$ cat config.mk
export PLATFORM = sky130hd
export DESIGN_NAME = button_conditioner
export DESIGN_NICKNAME = d
export VERILOG_FILES = /design/src/rtl/button_conditioner.sv
export SDC_FILE = /design/constraint.sdc
export NUM_CORES = 1
export LEC_CHECK = 0
export ABC_AREA = 1
export BUFFER_PORTS_ARGS = -buffer_cell sky130_fd_sc_hd__clkbuf_2
export CAP_MARGIN = 10
export CORE_MARGIN = 2
export CORE_UTILIZATION = 45
export DETAILED_ROUTE_END_ITERATION = 8
export PLACE_DENSITY = 0.61
export SLEW_MARGIN = 15
export SYNTH_ARGS = -nofsm -noshare
export SYNTH_HDL_FRONTEND = slang
export SYNTH_SLANG_ARGS = --single-unit
$ cat constraint.sdc
create_clock -name clk_50MHz -period 1.7 [get_ports clk_50MHz]
set_input_delay 0.17 -clock clk_50MHz [delete_from_list [all_inputs] [get_ports clk_50MHz]]
set_output_delay 0.17 -clock clk_50MHz [all_outputs]
set_load 0.01 [all_outputs]
$ cat src/rtl/button_conditioner.sv
// Button front end for the watch core.
// Each raw pushbutton goes through a 2-flop synchroniser and a counter debounce.
// A one-cycle command pulse follows each accepted press.
// op1/op2 also auto-repeat while held and rep_en is high.
module button_conditioner #(
    parameter int DEBOUNCE_CYCLES = 1000000,
    parameter int REPEAT_DELAY    = 25000000,
    parameter int REPEAT_PERIOD   = 5000000
) (
    input  logic       clk_50MHz,
    input  logic       reset,
    input  logic       btn_mode,
    input  logic       btn_set,
    input  logic       btn_op1,
    input  logic       btn_op2,
    input  logic       btn_free,
    input  logic       rep_en,
    output logic       u_mode,
    output logic       u_set,
    output logic       u_op1,
    output logic       u_op2,
    output logic       u_free,
    output logic [4:0] held
);

    localparam int NB      = 5;
    localparam int CNT_W   = $clog2(DEBOUNCE_CYCLES + 1);
    localparam int REP_MAX = (REPEAT_DELAY > REPEAT_PERIOD) ? REPEAT_DELAY : REPEAT_PERIOD;
    localparam int RC_W    = $clog2(REP_MAX + 1);

    localparam logic [CNT_W-1:0] CNT_LAST    = CNT_W'(DEBOUNCE_CYCLES - 1);
    localparam logic [CNT_W-1:0] CNT_ONE     = CNT_W'(1);
    localparam logic [RC_W-1:0]  DELAY_LAST  = RC_W'(REPEAT_DELAY - 1);
    localparam logic [RC_W-1:0]  PERIOD_LAST = RC_W'(REPEAT_PERIOD - 1);
    localparam logic [RC_W-1:0]  RC_ONE      = RC_W'(1);

    // Bit positions inside the button vector; op1/op2 are the repeating ones.
    localparam int IDX_OP1 = 2;
    localparam int IDX_OP2 = 3;

    // Auto-repeat phase: waiting for the long first delay, or in the fast cadence.
    typedef enum logic {
        WAIT_FIRST = 1'b0,
        REPEATING  = 1'b1
    } rep_phase_e;

    logic [NB-1:0] btn_raw;
    logic [NB-1:0] pulse_vec;

    assign btn_raw = {btn_free, btn_op2, btn_op1, btn_set, btn_mode};

    assign u_mode = pulse_vec[0];
    assign u_set  = pulse_vec[1];
    assign u_op1  = pulse_vec[2];
    assign u_op2  = pulse_vec[3];
    assign u_free = pulse_vec[4];

    generate
        for (genvar gi = 0; gi < NB; gi++) begin : g_btn
            logic             sync1_q;
            logic             sync2_q;
            logic             stable_q;
            logic             stable_d;
            logic             stable_dly_q;
            logic [CNT_W-1:0] cnt_q;
            logic [CNT_W-1:0] cnt_d;
            logic             press;
            logic             repeat_fire;
            logic             pulse_q;
            logic             pulse_d;

            // Two-flop synchroniser for the asynchronous raw button.
            always_ff @(posedge clk_50MHz or negedge reset) begin
                if (!reset) begin
                    sync1_q <= 1'b0;
                    sync2_q <= 1'b0;
                end else begin
                    sync1_q <= btn_raw[gi];
                    sync2_q <= sync1_q;
                end
            end

            // Debounce: a new level is accepted only after it disagrees with the
            // current one for DEBOUNCE_CYCLES consecutive cycles; any agreement
            // restarts the count.
            always_comb begin
                stable_d = stable_q;
                cnt_d    = '0;
                if (sync2_q != stable_q) begin
                    if (cnt_q == CNT_LAST) begin
                        stable_d = sync2_q;
                        cnt_d    = '0;
                    end else begin
                        cnt_d = cnt_q + CNT_ONE;
                    end
                end
            end

            // Debounce state, plus a delayed copy of the level for edge detection.
            always_ff @(posedge clk_50MHz or negedge reset) begin
                if (!reset) begin
                    stable_q     <= 1'b0;
                    stable_dly_q <= 1'b0;
                    cnt_q        <= '0;
                end else begin
                    stable_q     <= stable_d;
                    stable_dly_q <= stable_q;
                    cnt_q        <= cnt_d;
                end
            end

            // Rising edge of the debounced level is the press event; release is ignored.
            assign press = stable_q & ~stable_dly_q;

            if (gi == IDX_OP1 || gi == IDX_OP2) begin : g_rep
                rep_phase_e      phase_q;
                rep_phase_e      phase_d;
                logic [RC_W-1:0] rc_q;
                logic [RC_W-1:0] rc_d;
                logic            fire_d;

                // Repeat timer: counts only while held with repeat enabled. The press
                // event restarts it, so a repeat never lands on the press pulse.
                always_comb begin
                    phase_d = phase_q;
                    rc_d    = rc_q;
                    fire_d  = 1'b0;
                    if (!stable_q || !rep_en || press) begin
                        phase_d = WAIT_FIRST;
                        rc_d    = '0;
                    end else begin
                        case (phase_q)
                            WAIT_FIRST: begin
                                if (rc_q == DELAY_LAST) begin
                                    fire_d  = 1'b1;
                                    rc_d    = '0;
                                    phase_d = REPEATING;
                                end else begin
                                    rc_d = rc_q + RC_ONE;
                                end
                            end
                            REPEATING: begin
                                if (rc_q == PERIOD_LAST) begin
                                    fire_d = 1'b1;
                                    rc_d   = '0;
                                end else begin
                                    rc_d = rc_q + RC_ONE;
                                end
                            end
                            default: begin
                                phase_d = WAIT_FIRST;
                                rc_d    = '0;
                            end
                        endcase
                    end
                end

                // Repeat phase and timer registers.
                always_ff @(posedge clk_50MHz or negedge reset) begin
                    if (!reset) begin
                        phase_q <= WAIT_FIRST;
                        rc_q    <= '0;
                    end else begin
                        phase_q <= phase_d;
                        rc_q    <= rc_d;
                    end
                end

                assign repeat_fire = fire_d;
            end else begin : g_norep
                assign repeat_fire = 1'b0;
            end

            assign pulse_d = press | repeat_fire;

            // Registered single-cycle command pulse.
            always_ff @(posedge clk_50MHz or negedge reset) begin
                if (!reset) begin
                    pulse_q <= 1'b0;
                end else begin
                    pulse_q <= pulse_d;
                end
            end

            assign pulse_vec[gi] = pulse_q;
            assign held[gi]      = stable_q;
        end
    endgenerate

endmodule

---- Word level (Yosys, flattened, before mapping) ----
Index checks and enable logic that the tools add are counted.
word-level totals
  logic and storage cells ................. 111
  register bits after elaboration ......... 177
  bits of input ports ..................... 8
operators by class
  mux-type cells .......................... 30
  $add $sub $neg .......................... 7
  bitwise gates (word level) .............. 14
  reduce and logical (&&, ||, !) cells .... 12
  eq/ne operators ......................... 14
operators with widths
  operator                                                           number
  20-bit two-way mux                                                 10
  25-bit two-way mux                                                 6
  20-bit by 1-bit adder with 20-bit output, second input constant    5
  20-bit == test, second input constant                              5
  25-bit one-hot mux with 2 select lines                             2
  25-bit by 1-bit adder with 25-bit output, second input constant    2
  25-bit by 23-bit == test with 1-bit output, second input constant  2
  25-bit == test, second input constant                              2
  1-bit two-way mux                                                  10
  2-bit AND reduction                                                5
  1-bit inverter                                                     7
  1-bit AND                                                          5
  1-bit != test                                                      5
  1-bit logical OR                                                   4
  1-bit one-hot mux with 2 select lines                              2
  1-bit zero test                                                    3
  1-bit OR                                                           2

---- Depth between registers and ports, before layout ----
Gate-level depths: netlist of the first run.
  depth in word-level cells ............... 5
  gate-level depth with buffers ........... 11
  depth with buffers taken out ............ 10

---- Least setup slack after synthesis of the first run ----
Ideal clock, no wire load.
  path kind ............................... flip-flop to flip-flop
  from .................................... register g_btn[3].g_rep.rc_q[0]
  to ...................................... register g_btn[3].g_rep.rc_q[13]
  cell stages (with the launch flop) ...... 10
  period minus slack after synthesis ...... 1.545 ns
  setup slack ............................. 0.155 ns
  required time ........................... 1.579 ns
  arrival ................................. 1.424 ns
  cell sequence ........................... dfrtp_1 -> ha_1 -> nand3_2 -> nor2_4 -> nand2_2 -> nor2_2 -> nand3_2 -> nand3_4 -> buf_6 -> nor2_1
on the way
  word-level cells in the longest chain between the ends .. 4
RTL lines
  what                                                              line      source
  from (decl)                                                       118       logic [RC_W-1:0] rc_q;
  from (signal assigned)                                            165       rc_q <= rc_d;
  25-bit by 1-bit adder with 25-bit output (tied with other cells)  139, 147
  25-bit two-way mux (on tied branches)                             143, 134
  25-bit one-hot mux with 2 select lines (*)                        132       case (phase_q)
  25-bit two-way mux (*)                                            128       if (!stable_q || !rep_en || press) begin
  net g_btn[3].g_rep.rc_d[13]                                       119       logic [RC_W-1:0] rc_d;
The timed path passes the listed nets; every way through them passes the cells marked *.
A chain may end at the register's enable or synchronous reset.

---- Final worst setup path of the first run ----
  from .................................... register g_btn[4].cnt_q[0]
  to ...................................... register g_btn[4].cnt_q[10]
on the way
  word-level cells in the longest chain between the ends .. 3
RTL lines
  what                                                                               line    source
  from (decl)                                                                        65      logic [CNT_W-1:0] cnt_q;
  from (signal assigned)                                                             108     cnt_q <= cnt_d;
  20-bit by 1-bit adder with 20-bit output / 20-bit == test (equally long branches)  94, 90
  20-bit two-way mux (*)                                                             90      if (cnt_q == CNT_LAST) begin
  20-bit two-way mux (*)                                                             89      if (sync2_q != stable_q) begin
  net g_btn[4].cnt_d[10]                                                             66      logic [CNT_W-1:0] cnt_d;
Marks and branches as above.

==> results of run 1 <==
## cell usage after synthesis (3+ instances only)
master    number  share of area, %
a21oi_1       30               1.6
nand4_1       30               2.0
xnor2_1       18               1.7
nor3b_1        8              0.65
nor2_1       270                11
nand3b_1       4              0.33
nor2_4         3              0.37
xor2_1        50               4.8
buf_4          5              0.41
o21ai_0       23               1.3
dfrtp_1      177                48
a211oi_1       3              0.25
nand3_2        4              0.44
nand2_1      251                10
inv_1        157               6.4
nand2_2        6              0.41
ha_1           7              0.95
nand3_1       75               4.1
nor3_1        55               3.0
nor2_2         5              0.34
## report_power, final
group | internal [mW] | total (mW) | switching (mW)
clock network | 2.69 | 4.31 | 1.62
logic | 0.0867 | 0.255 | 0.168
registers | 4.25 | 4.28 | 0.0287
total | 7.03 | 8.85 | 1.82
## tightest hold or removal path, stage by stage
cell and delay (ps):
clkbuf_2 90, nand3_1 80, inv_1 60, nand3_1 80
nand2_1 40
## state kept, by name, summed over array words and instances (netlist names)
signal,count
g_btn.sync1_q,5
u_mode,1
u_op1,1
g_btn.cnt_q,100
u_set,1
g_btn.g_rep.phase_q,2
g_btn.stable_q,5
u_free,1
g_btn.sync2_q,5
u_op2,1
g_btn.stable_dly_q,5
g_btn.g_rep.rc_q,50
## cells by family after synthesis
kind of cell    count (synthesis)
xor+xnor                       68
flops                         177
buf+inv                       165
compound gates                 59
fa+ha+maj                       7
simple gates                  721
## through the flow
step                      TNS (ps)  utilization, %  hold WS [ps]  setup WS (ps)  area [um2]
after floorplan                  0               -          -126            155        9190
after global placement           0            49.3           160            110        9920
after detailed placement         0            49.3           169           65.8        9920
after CTS                        0            52.9           129           33.8       10600
after global routing          -124            53.4           162          -45.8       10700
final                            0            53.4           148           50.8       10700
## what timing repair did
item                       in CTS  in global routing
hold endpoints to repair       50                  0
setup buffers                   0                  1
hold buffers                    6                  0
resized for setup               0                 18
setup endpoints to repair       0                 65
## layout make-up
cell class	instances	area share, %
clock buffers	23	4.74
clock inverters	8	1.39
inverters	157	5.49
multi-input cells	855	39.0
flip-flops and latches	177	41.3
well taps	270	3.15
repair buffers	66	4.91
## metal layers
| layer | up-vias | wire length (um) | GRT usage [%] |
|---|---|---|---|
| li1 | 3919 | - | - |
| met1 | 3437 | 9420 | 25.3 |
| met2 | 95 | 8750 | 30.3 |
| met3 | 27 | 496 | 3.26 |
| met4 | 0 | 314 | 6.44 |
| met5 | - | 0 | 0 |
## path summary, 6_finish.rpt
kind                                            to  cells past startpoint              start
max                             g_btn[4].cnt_q[10]                      7  g_btn[4].cnt_q[0]
min                                          u_op1                      5             rep_en
max reg2reg                     g_btn[4].cnt_q[10]                      7  g_btn[4].cnt_q[0]
min reg2reg                       g_btn[4].sync2_q                      0   g_btn[4].sync1_q
max in group asynchronous       g_btn[1].cnt_q[12]                      3              reset
min in group asynchronous  g_btn[3].g_rep.rc_q[23]                      2              reset
==> results by group, run 1 <==
Yosys
  • Sequential-to-total area share from yosys stat: 48.2%
  • Synth Area in XOR/XNOR: about 6.5%
  • Ys flop type: dfrtp_1
  • Post-synth EDFFs: 0
  • Synth Net Count: 1,212
  • Yosys cell types: 32
  • Yosys warns: 0
  • Ys async rst share: between 90% and 100%
  • Mapped Cells: 1,197
  • Mapped cell area: approximately 9200 um2
  • Synth Area in Simple Gates: around a third
  • Post-synthesis adder-cell area fraction: 0.953%
  • Combinational family with the most area after synthesis: simple AND/OR/NAND/NOR gates
  • Mux contribution to synthesized area: 0%
  • #FFs+latches synth: around 180
  • Syn_area_per_cell: around 7.7 um2
  • Compound-gate portion of the synthesized area: around 3.3%

Run
  • MaxCap Viol Count: 0

Routing
  • Drt drc: 0
  • Routed vias/inst: 4.81
  • Vias: approximately 7,500
  • Drt total wl: 19,000 um
  • Post-route ant nets: 0
  • WL/cell: ~12 um
  • Initial DRC Count: roughly 440
  • Pre-antenna DRT Iters: 4

Placed design
  • HPWL Detailed: about 14,000 um
  • IO Port Bufs: 17
  • Cells after DPL: about 1,500
  • Global placer's final weighted congestion: ~0.87

Timing
  • Worst Max-Slew Pin Slew: 430 ps
  • Final hold vios: 0
  • Final setup violation count: 0
  • Crit path time final: about 1600 ps
  • Slew Limit Fails: 0
  • Fmax: roughly 600 MHz
  • Tcrit/Tclk final: a little under 100%
  • Unrepaired setup endpoints after global routing: yes
  • Rel. slew slack: between 70% and 80%
  • Skew final: around 7.1 ps

Clocking
  • Clk slew on worst S/H paths: roughly 60 ps
  • CTS Root Cell: clkbuf_16
  • Max clock buf depth: 2
  • Total CTS buffers: 17
  • CTS sink count: about 180
  • Worst skew pair latency: 420 ps
  • Max H-tree Level: 4
  • CTS tree: yes

Finish
  • Sequential cell area: between 4000 and 5000 um2
  • Multi-input logic area: approximately 4200 um2
  • Most common cell after layout, fill and taps aside: nor2_1
  • Most frequent cells in the layout: 268 x nor2_1, 251 x nand2_1, 177 x dfrtp_1
  • Synthesis-to-finish area growth: 16.7%
  • Fin cells: 1,556
  • Layout fillers: between 1,500 and 2,000
  • Layout cells sized above 1: 9.95%
  • Ant. Diodes: 0
  • NumNets Final: 1,289

Critical path
  • Reg2Reg Setup Slack: 50 ps
  • Crit path capture type: flop
  • Critical path's slowest cell: dfrtp_1
  • Setup crit start kind: flop
  • Worst Path Arrival: 1970 ps
  • Setup CP Type: flop to flop
  • Crit-path leading delay family: simple AND/OR/NAND/NOR gates
  • CP max FO: 5
  • CP Buf/Inv Count: 1
  • CP peak stage delay: 360 ps
  • Worst path cell trace: ha_1 > nand3_2 > inv_1 > nand2_1 > nor2_1 > nor2_1 > nor3_1
  • WP data required: a little over 2000 ps
  • Most frequent CP cell: nor2_1

Global route
  • Grt ovf: 0
  • Total GRT Usage: a little under a fifth
  • Vias in the first global route: ~7,300
  • Initial antenna violation count: 0
  • Largest net degree at the start of global routing: between 50 and 60
  • First-pass GRT wire length: between 30,000 and 40,000 um

Floorplan
  • Die Width: 147 um
  • Core ar.: 20,100 um2
  • Row cnt: 52
  • Initial Util: about 46%
  • Full die area: 21,600 um2
  • Die Span Y: 147 um
  • IO Count: 18

Pwr
  • Final Total Pwr: about 8.8 mW
  • Pleak: between 4 and 5 nW
  • Pwr/cell area: between 800 and 900 nW/um2
  • Maximum VDD drop: between 700 and 800 uV

Hold path
  • HP Class: primary input to flop

Status
  • Status: complete, no violations
No activity file was read; power rests on OpenSTA's default activity.
==> run 2, diff against run 1 <==
CORE_UTILIZATION = 25   (was 45)
PLACE_DENSITY = 0.4   (was 0.61)
==> results by group, run 2 (synthesized netlist as in run 1, its figures left out) <==
Status
  • Status: complete, no violations

Finish
  • NumNets Final: 1,303 (+1.1%)
  • Ant. Diodes: 0 (unchanged)
  • Synthesis-to-finish area growth: 21.0%
  • Utilization after layout: 30.5% (-23 points)
  • Most frequent cells in the layout: 264 x nor2_1, 251 x nand2_1, 176 x dfrtp_1
  • Layout cells sized above 1: 11.5% (+1.5 points)
  • Biggest regs: g_btn.cnt_q x100, g_btn.g_rep.rc_q x50
  • Fin cells: 1,769 (+14%)
  • Most common cell after layout, fill and taps aside: nor2_1
  • Finished Cell Area: 11,100 um2 (+3.7%)
  • Layout fillers: 3,917 (+110%)
  • Max reg flops: 100 (unchanged)
  • Largest register by flop count: g_btn.cnt_q

Clocking
  • Worst skew pair latency: 440 ps (+20 ps)
  • Max clock buf depth: 2 (unchanged)
  • Clk slew on worst S/H paths: 70 ps (about the same)
  • CTS tree: yes
  • Total CTS buffers: 17 (unchanged)
  • CTS Root Cell: clkbuf_16
  • Max H-tree Level: 4 (unchanged)
  • CTS sink count: 177 (unchanged)

Timing
  • Rel. slew slack: 66.9% (-4.2 points)
  • Worst Max-Slew Pin Slew: 497 ps (+66.8 ps)
  • Setup TNS: 0 ps (unchanged)
  • Final hold slack: 205 ps (+56.9 ps)
  • Slew Limit Fails: 0 (unchanged)
  • Tcrit/Tclk final: 94.2% (-2.9 points)
  • Crit path time final: 1600 ps (-48.5 ps)
  • Final hold vios: 0 (unchanged)
  • Unrepaired setup endpoints after global routing: yes
  • Final setup violation count: 0 (unchanged)
  • Fmax: 625 MHz (+3.0%)
  • Skew final: 10.7 ps (+3.60 ps)
  • Worst setup slack after layout: 99.3 ps (+48.5 ps)

Floorplan
  • Row cnt: 70 (+35%)
  • IO Count: 18 (unchanged)
  • Core ar.: 36,400 um2 (+81%)
  • Full die area: 38,300 um2 (+78%)
  • Initial Util: 25.2% (-20 points)
  • Die Span Y: 196 um (+33%)
  • Die Width: 196 um (+33%)

Critical path
  • Worst path cell trace: ha_4 > nand3_4 > nor2_4 > nand2_2 > nor2_4 > nand3_4 > nand3_4 > nor2_1
  • Worst Reg-to-Reg Cells: 8 (+1)
  • Crit path capture type: flop
  • R2r endpoint: g_btn[3].g_rep.rc_q[0]
  • Most frequent CP cell: nand3_4
  • Critical path's slowest cell: dfrtp_1
  • Crit-path leading delay family: simple AND/OR/NAND/NOR gates
  • CP peak stage delay: 400 ps (+40 ps)
  • CP Launch Point: g_btn[3].g_rep.rc_q[0]
  • Setup crit start kind: flop
  • Reg2Reg Setup Slack: 100 ps (+50 ps)
  • Setup CP Type: flop to flop
  • R2r startpoint: g_btn[3].g_rep.rc_q[0]
  • WP data required: 2030 ps (about the same)
  • Worst Path Arrival: 1930 ps (-40 ps)
  • CP Buf/Inv Count: 0 (-1)
  • CP max FO: 5 (unchanged)

Routing
  • Vias: 7,500 (+0.29%)
  • Post-route ant nets: 0 (unchanged)
  • WL/cell: 12.1 um (-0.97%)
  • Pre-antenna DRT Iters: 4 (unchanged)
  • Drt drc: 0 (unchanged)
  • Drt total wl: 21,400 um (+13%)
  • Initial DRC Count: 380 (-13%)
  • Routed vias/inst: 4.24 (-12%)

Placed design
  • Post-DP Area: 10,300 um2 (+3.4%)
  • Pre-CTS WS: 62.7 ps (-3.07 ps)
  • Cells after DPL: 1,725 (+14%)
  • IO Port Bufs: 17 (unchanged)
  • HPWL Detailed: 15,600 um (+12%)
  • Global placer's final weighted congestion: 0.795 (-8.2%)

Pwr
  • Pleak: 4.71 nW (+0.57%)
  • Flop pwr share: 49.3% (+0.9 points)
  • Sw Pwr: 1.95 mW (+7.0%)
  • Final Total Pwr: 8.69 mW (-1.8%)
  • Pwr/cell area: 781 nW/um2 (-5.3%)
  • Maximum VDD drop: 676 uV (-7.9%)
  • Switching share of power: 22.4% (+1.8 points)
  • Clock share of power: 47.5% (-1.2 points)
  • P_int: 6.74 mW (-4.1%)
  • Power share of the combinational group: 3.2% (+0.3 points)

Global route
  • Initial antenna violation count: 0 (unchanged)
  • Total GRT Usage: 11.8% (-6.8 points)
  • Grt ovf: 0 (unchanged)
  • First-pass GRT wire length: 37,000 um (+11%)
  • Largest net degree at the start of global routing: 54 (+5.9%)
  • Vias in the first global route: 7,496 (+2.8%)

Hold path
  • Worst Hold Path EP: u_op1
  • HP Start: rep_en
  • Hold Path Depth: 5 (unchanged)
  • HP Class: primary input to flop

Run
  • MaxCap Viol Count: 0 (unchanged)
run 2: changes by cell type in the layout (fill, tap and decap cells not counted), moves of 2 or more:
cell | previous run | this run
clkinv_4 | 1 | 3
clkinv_2 | 1 | 4
nor2_4 | 3 | 7
nor2_1 | 268 | 264
buf_12 | 4 | 6
buf_4 | 39 | 48
nand3_4 | 2 | 6
clkbuf_8 | 7 | 3
run 2: power by group through the flow:
| stage | Clock (mW) | Combinational [mW] | Sequential (mW) |
|---|---|---|---|
| 4_1_cts | 4.30 | 0.289 | 4.28 |
| 2_1_floorplan | 0 | 0.0914 | 4.35 |
| 3_5_place_dp | 0 | 0.276 | 4.36 |
| 5_1_grt | 4.47 | 0.324 | 4.28 |
| 3_3_place_gp | 0 | 0.279 | 4.36 |
| 6_report | 4.13 | 0.277 | 4.28 |
run 2: metal layers:
layer / vias up / GRT usage (%) / part of all wire [%] / routed length [um]
li1: 3954 / - / - / -
met1: 3472 / 16.1 / 51 / 11000
met2: 59 / 18.9 / 45 / 9700
met3: 15 / 2.22 / 2.0 / 417
met4: 0 / 4.21 / 1.3 / 286
met5: - / 0 / 0 / 0
run 2: worst max-delay path by stage:
stage | endpoint | slack, ps | depth (start not counted)
6_report | g_btn[3].g_rep.rc_q[0] | 100 | 8
5_1_grt | g_btn[3].g_rep.rc_q[0] | -30 | 8
4_1_cts | g_btn[3].g_rep.rc_q[21] | 50 | 8
3_5_place_dp | g_btn[3].g_rep.rc_q[21] | 60 | 8
3_3_place_gp | g_btn[4].cnt_q[16] | 70 | 8
2_1_floorplan | g_btn[3].g_rep.rc_q[13] | 150 | 9
run 2: tightest hold or removal path, delay by kind of cell:
kind                   cells  cell delay, ps
AND/OR/NAND/NOR            3             250
buffers and inverters      2             170
run 2: area by class of cell:
cell class	count	area [um2]	area share [%]
flip-flops and latches	177	4430	39.8
multi-input cells	858	4270	38.4
repair buffers	77	634	5.70
inverters	157	589	5.30
well taps	468	586	5.27
clock buffers	19	453	4.07
clock inverters	13	160	1.44
run 2: repair_timing:
action | CTS | global route
hold buffers | 6 | 0
resized for setup | 0 | 30
setup buffers | 0 | 3
endpoints found under the hold margin | 51 | 0
setup endpoints to repair | 0 | 73
==> run 3, diff against run 2 <==
PLACE_DENSITY = 0.42   (was 0.4)
clock period = 1.86 ns   (was 1.7 ns; I/O delays follow)
==> results by group, run 3 (synthesized netlist as in run 1, its figures left out) <==
Clocking
  • Max clock buf depth: 2 (unchanged)
  • CTS sink count: 177 (unchanged)
  • Max H-tree Level: 4 (unchanged)
  • CTS tree: yes
  • CTS Root Cell: clkbuf_16
  • Total CTS buffers: 17 (unchanged)
  • Clk slew on worst S/H paths: 70 ps (about the same)
  • Worst skew pair latency: 430 ps (about the same)

Global route
  • First-pass GRT wire length: 35,900 um (-2.8%)
  • Vias in the first global route: 7,372 (-1.7%)
  • Largest net degree at the start of global routing: 48 (-11%)
  • Grt ovf: 0 (unchanged)
  • Initial antenna violation count: 0 (unchanged)
  • Total GRT Usage: 11.5% (-0.33 points)

Placed design
  • Cells after DPL: 1,703 (-1.3%)
  • IO Port Bufs: 17 (unchanged)
  • HPWL Detailed: 15,300 um (-1.9%)
  • Global placer's final weighted congestion: 0.815 (+2.6%)
  • Pre-CTS WS: 114 ps (+50.9 ps)

Timing
  • Worst setup slack after layout: 184 ps (+84.8 ps)
  • Final hold vios: 0 (unchanged)
  • Crit path time final: 1680 ps (+75.2 ps)
  • Worst Max-Slew Pin Slew: 475 ps (-22.6 ps)
  • Final setup violation count: 0 (unchanged)
  • Unrepaired setup endpoints after global routing: no
  • Skew final: 7.97 ps (-2.76 ps)
  • Tcrit/Tclk final: 90.1% (-4.1 points)
  • Rel. slew slack: 68.1% (+1.3 points)
  • Final hold slack: 219 ps (+14.4 ps)
  • Fmax: 597 MHz (-4.5%)
  • Setup TNS: 0 ps (unchanged)
  • Slew Limit Fails: 0 (unchanged)

Routing
  • WL/cell: 11.9 um (-1.2%)
  • Routed vias/inst: 4.22 (-0.49%)
  • Pre-antenna DRT Iters: 5 (+1)
  • Post-route ant nets: 0 (unchanged)
  • Drt drc: 0 (unchanged)
  • Initial DRC Count: 367 (-3.4%)
  • Vias: 7,345 (-2.1%)
  • Drt total wl: 20,800 um (-2.8%)

Floorplan
  • Initial Util: 25.2% (unchanged)
  • Core ar.: 36,400 um2 (unchanged)
  • Die Span Y: 196 um (unchanged)
  • Row cnt: 70 (unchanged)
  • Full die area: 38,300 um2 (unchanged)
  • IO Count: 18 (unchanged)
  • Die Width: 196 um (unchanged)

Finish
  • Synthesis-to-finish area growth: 16.8%
  • Fin cells: 1,741 (-1.6%)
  • Ant. Diodes: 0 (unchanged)
  • Biggest regs: g_btn.cnt_q x100, g_btn.g_rep.rc_q x50
  • Layout cells sized above 1: 8.25% (-3.2 points)
  • Largest register by flop count: g_btn.cnt_q
  • Most frequent cells in the layout: 268 x nor2_1, 251 x nand2_1, 177 x dfrtp_1
  • NumNets Final: 1,275 (-2.1%)
  • Layout fillers: 3,975 (+1.5%)
  • Multi-input logic area: 4130 um2 (-3.2%)
  • Sequential cell area: 4430 um2 (about the same)
  • Most common cell after layout, fill and taps aside: nor2_1
  • Max reg flops: 100 (unchanged)

Critical path
  • Setup CP Type: flop to flop
  • CP max FO: 18 (+13)
  • Reg2Reg Setup Slack: 180 ps (+80 ps)
  • Worst Path Arrival: 1990 ps (+60 ps)
  • WP data required: 2180 ps (+150 ps)
  • Setup crit start kind: flop
  • Crit path capture type: flop

Pwr
  • Final Total Pwr: 7.73 mW (-11%)
  • Maximum VDD drop: 484 uV (-28%)
  • Pleak: 4.57 nW (-3.0%)
  • Pwr/cell area: 720 nW/um2 (-7.9%)

Run
  • MaxCap Viol Count: 0 (unchanged)

Status
  • Status: complete, no violations

Hold path
  • HP Class: primary input to flop
==> run 3: cell count changes in the layout (fill, tap and decap cells not counted), moves of 3 or more <==
cell | before | now
buf_4 | 48 | 25
clkinv_2 | 4 | 0
inv_6 | 1 | 4
nand3_1 | 71 | 75
nand3_4 | 6 | 1
nor2_1 | 264 | 268
nor2_4 | 7 | 3
==> run 3: metrics by stage <==
step | utilization (%) | cell area, um2
6_report | 29.5 | 10700
5_1_grt | 29.5 | 10700
4_1_cts | 29.4 | 10700
3_5_place_dp | 27.6 | 10100
3_3_place_gp | 27.6 | 10100
2_1_floorplan | - | 9190
==> run 3: report_power, final <==
part / internal (mW) / total [mW] / switching [mW]
Sequential: 3.88 / 3.91 / 0.0259
Combinational: 0.0707 / 0.227 / 0.156
Clock: 1.95 / 3.59 / 1.64
Total: 5.91 / 7.73 / 1.82
==> run 3: final cells by class <==
type / count / area share [%]
Sequential cell: 177 / 41.3
Multi-Input combinational cell: 855 / 38.5
Inverter: 157 / 5.49
Tap cell: 468 / 5.46
Clock buffer: 21 / 4.29
Timing Repair Buffer: 52 / 3.93
Clock inverter: 11 / 1.11
==> run 3: critical path, stage by stage (launching register included) <==
cell and delay [ps]:
dfrtp_1 370, ha_2 230, nand3_2 150, nor2_4 170, nand2_2 70, nor2_2 140
nand3_2 120, nand3_4 210, nor2_1 80
==> run 3: repair_timing <==
item                                   CTS  global route
resized for setup                        0             6
setup endpoints to repair                0            15
hold buffers                             6             0
endpoints found under the hold margin   44             0
setup buffers                            0             0
==> run 3: path summary, 6_finish.rpt <==
path                                   startpoint                 endpoint  cells after the start
hold / removal                             rep_en                    u_op2                      5
min in group asynchronous                   reset   g_btn[2].g_rep.rc_q[2]                      2
setup / recovery           g_btn[3].g_rep.rc_q[0]  g_btn[3].g_rep.rc_q[12]                      8
max in group asynchronous                   reset       g_btn[3].cnt_q[19]                      3
hold reg to reg                  g_btn[0].sync1_q         g_btn[0].sync2_q                      0
setup reg to reg           g_btn[3].g_rep.rc_q[0]  g_btn[3].g_rep.rc_q[12]                      8
==> run 3: layer usage <==
metal	track usage [%]	wire, um	part of all wire [%]
met1	15.5	10600	51
met2	18.8	9520	46
met3	2.08	361	1.7
met4	3.73	270	1.3
met5	0	0	0
